==> config.mk <==
export PLATFORM = sky130hd
export DESIGN_NAME = encoder_16_4
export DESIGN_NICKNAME = d
export VERILOG_FILES = /design/src/rtl/encoder_16_4.sv
export SDC_FILE = /design/constraint.sdc
export NUM_CORES = 1
export LEC_CHECK = 0
export BUFFER_PORTS_ARGS = -buffer_cell sky130_fd_sc_hd__buf_2
export CAP_MARGIN = 20
export CELL_PAD_IN_SITES_DETAIL_PLACEMENT = 1
export CELL_PAD_IN_SITES_GLOBAL_PLACEMENT = 1
export CORE_MARGIN = 1.5
export CORE_UTILIZATION = 32
export DETAILED_ROUTE_END_ITERATION = 8
export HOLD_SLACK_MARGIN = 0.05
export PLACE_DENSITY = 0.87
export SETUP_SLACK_MARGIN = 0.02
export SLEW_MARGIN = 40
export SYNTH_ARGS = -nofsm -noshare
export SYNTH_HDL_FRONTEND = slang
export SYNTH_SLANG_ARGS = --single-unit
==> constraint.sdc <==
create_clock -name clk -period 2.6 [get_ports clk]
set_clock_uncertainty 0.15 [all_clocks]
set_input_delay 0.13 -clock clk [delete_from_list [all_inputs] [get_ports clk]]
set_output_delay 0.13 -clock clk [all_outputs]
set_load 0.03 [all_outputs]
==> src/rtl/encoder_16_4.sv <==
// Registered 16-to-4 priority encoder; index 0 is the MSB end and wins.
// Also flags whether any bit, or more than one bit, was set.
module encoder_16_4 (
   input  logic        clk,
   input  logic        rst,
   input  logic        en,
   input  logic [0:15] a,
   output logic [0:3]  y,
   output logic        valid,
   output logic        multi
);

   logic [0:3]  idx;
   logic        any_set;
   logic        many_set;
   logic [0:15] a_dec;

   // Scan from the LSB end upward so the lowest set index overwrites last.
   always_comb begin
      idx = '0;
      for (int k = 15; k >= 0; k--) begin
         if (a[k]) idx = 4'(k);
      end
   end

   assign a_dec    = a - 16'd1;
   assign any_set  = |a;
   assign many_set = |(a & a_dec);

   always_ff @(posedge clk) begin
      if (rst) begin
         y     <= '0;
         valid <= 1'b0;
         multi <= 1'b0;
      end else if (en) begin
         y     <= idx;
         valid <= any_set;
         multi <= many_set;
      end
   end

endmodule

==> flow_summary.json <==
{
  "run_status": "complete, no violations",
  "vias_per_cell": 5.74,
  "critPathCaptureType": "flip-flop",
  "cts_buffers": 3,
  "hold_start": "a[3]",
  "global_route_wire_length_before_repair_microns": 2820,
  "tightestPinTransition_ns": 0.486,
  "clock_sink_count": 6,
  "drt-pass1-iter-count": 3,
  "mappedNetlistNets": 91,
  "seqCellArea_sq_um": 120,
  "fin_area_sq_um": 687,
  "route.vias.total": 660,
  "post_synth_inst_count": 72,
  "synth.yosys.warnings": 0,
  "clock_path_buffers": 2,
  "number_of_enable_flip_flop_cells_after_synthesis": 0,
  "finalSetupViolations": 0,
  "syn-mean-instance-area_sq_um": 7.21,
  "synth_seq_cells": 6,
  "critical_path.reg2reg.startpoint": "y[2]$_SDFFE_PP0P_",
  "cts_htree_levels": 1,
  "initial_utilization": 0.345,
  "violation_count_after_the_first_detailed_routing_iteration": 3,
  "grt_setup_unrepaired": "false",
  "synth_area_leader_cell": "sky130_fd_sc_hd__dfxtp_1",
  "achievable-frequency_mhz": 644,
  "cp_launch_point": "rst",
  "final_core_utilization": 0.456,
  "clk_latency_ns": 0.24,
  "antenna_cells_inserted": 0,
  "p_leak_nw": 0.283,
  "postRouteAntennaNets": 0,
  "placement_rows": 14,
  "synth_cell_type_count": 32,
  "timing_hold_violations_final": 0,
  "multiInputGateArea_sq_um": 379,
  "startpoint_type": "input pin",
  "vias_in_the_first_global_route": 661,
  "timing.hold.ws_ns": 0.0663,
  "power_density_nw_per_um2": 375,
  "initial_antenna_violation_count": 0,
  "areaGrowthSynthToFinish_pct": 32.3,
  "num-fill-cells": 210,
  "drt_wl_total_microns": 1580,
  "timing_worst_setup_path_type": "in2reg",
  "syn-cell-area_sq_um": 519,
  "die-area_sq_um": 1870,
  "mostFrequentLayoutCells": "sky130_fd_sc_hd__buf_2 (24), sky130_fd_sc_hd__nor2_1 (11), sky130_fd_sc_hd__dfxtp_1 (6)",
  "clock_tree.root_cell": "sky130_fd_sc_hd__clkbuf_4",
  "post-dp-hpwl_microns": 1360,
  "critical_path_arrival_ns": 1.55,
  "timing.slew.headroom": 0.673,
  "final_nets": 120,
  "path_clk_slew_ns": 0.04,
  "post_drt_wl_per_cell_microns": 13.8,
  "yosysSeqAreaShare": 0.231,
  "grt_overflow_total": 0,
  "layout_worst_path_cycle_share": 0.597,
  "dieWidth_microns": 43.3,
  "maxSlewViolCount": 0,
  "placedInstanceArea_sq_um": 654,
  "post-synth-top-area-fraction": 0.231,
  "final.setup.tns_ns": 0,
  "drc": 0,
  "core_area_sq_um": 1510,
  "dp_worst_setup_slack_ns": 1.03,
  "required_ns": 2.60,
  "grt_max_degree": 13,
  "crit_path_max_fanout": 7,
  "maximum_capacitance_violations": 0,
  "globalplace.congestion": 0.863,
  "layout_min_cycle_time_ns": 1.55,
  "async_reset_ff_frac": 0,
  "global_route.usage.total": 0.202,
  "ir_worst_vdd_v": 0.000127,
  "prevailing_post_synth_register_cell": "sky130_fd_sc_hd__dfxtp_1",
  "fp.dieH_microns": 43.3,
  "netlist_top_cells_area": "sky130_fd_sc_hd__dfxtp_1 (23%), sky130_fd_sc_hd__nor2_1 (8.0%), sky130_fd_sc_hd__nand2b_1 (4.8%), sky130_fd_sc_hd__nor4_2 (4.8%), sky130_fd_sc_hd__a21oi_1 (3.9%)",
  "number_of_setup_buffers_added_after_cts": 0,
  "cts_tree": "done",
  "most_common_cell_after_layout_fill_and_taps_aside": "sky130_fd_sc_hd__buf_2",
  "buffer_ports.inserted": 24,
  "final_layout_size_suffix_gt1_frac": 0.333,
  "min_delay_worst_type": "in2reg",
  "num_io_pins": 25,
  "post-route-worst-setup-slack_ns": 1.05
}
## cell usage after synthesis, types with 3 or more instances
master and n:
sky130_fd_sc_hd__o21ai_0 4, sky130_fd_sc_hd__o21ai_1 3, sky130_fd_sc_hd__nand3_1 3, sky130_fd_sc_hd__nand2b_1 4, sky130_fd_sc_hd__nand2_1 5, sky130_fd_sc_hd__dfxtp_1 6, sky130_fd_sc_hd__a21oi_1 4, sky130_fd_sc_hd__inv_1 4
sky130_fd_sc_hd__nor2_1 11
## worst paths after layout
kind	endpoint	slack [ns]	cells after the start
hold reg to reg	y[3]$_SDFFE_PP0P_	0.32	2
hold / removal	y[2]$_SDFFE_PP0P_	0.07	3
setup / recovery	y[2]$_SDFFE_PP0P_	1.05	4
setup reg to reg	y[2]$_SDFFE_PP0P_	1.74	2
## flip-flops by register name (all words and copies together) (netlist names)
| signal | flops |
|---|---|
| multi | 1 |
| valid | 1 |
| y | 4 |
## repair_timing
| action | 4_1_cts | 5_1_grt |
|---|---|---|
| endpoints found under the setup margin | 0 | 0 |
| hold buffers | 1 | 0 |
| endpoints found under the hold margin | 6 | 0 |
| gates resized for setup | 0 | 0 |
## area by class of cell
| cell class | count | area share |
|---|---|---|
| well taps | 16 | 0.0291 |
| inverters | 4 | 0.0219 |
| repair buffers | 25 | 0.189 |
| multi-input cells | 61 | 0.552 |
| clock buffers | 3 | 0.0328 |
| flip-flops and latches | 6 | 0.175 |
## report_power, final
part           switching, mW  internal, mW
Sequential           0.00187        0.0962
Clock                 0.0321        0.0521
Combinational         0.0457        0.0297
## stage by stage
step	power [mW]	cells
after global placement	0.172	111
after floorplan	0.136	72
after detailed placement	0.175	111
after CTS	0.263	115
after global routing	0.278	115
final	0.258	115
## critical path, cell delays in order
cell and delay [ns]:
sky130_fd_sc_hd__dlygate4sd3_1 0.54, sky130_fd_sc_hd__buf_2 0.16, sky130_fd_sc_hd__or4b_2 0.61, sky130_fd_sc_hd__o32ai_1 0.12
## cells by family after synthesis
group | share of synthesized area
compound gates | 0.316
buf+inv | 0.0385
simple gates | 0.395
flops | 0.231
fa+ha+maj | 0.0193
## per-layer routing
metal / global-route usage / share of wire / routed length, microns
met1: 0.233 / 0.42 / 669
met2: 0.352 / 0.54 / 853
met3: 0.0298 / 0.038 / 60
met4: 0.109 / 0 / 0
met5: 0 / 0 / 0
Note: power is estimated with default switching activity, not from simulation.
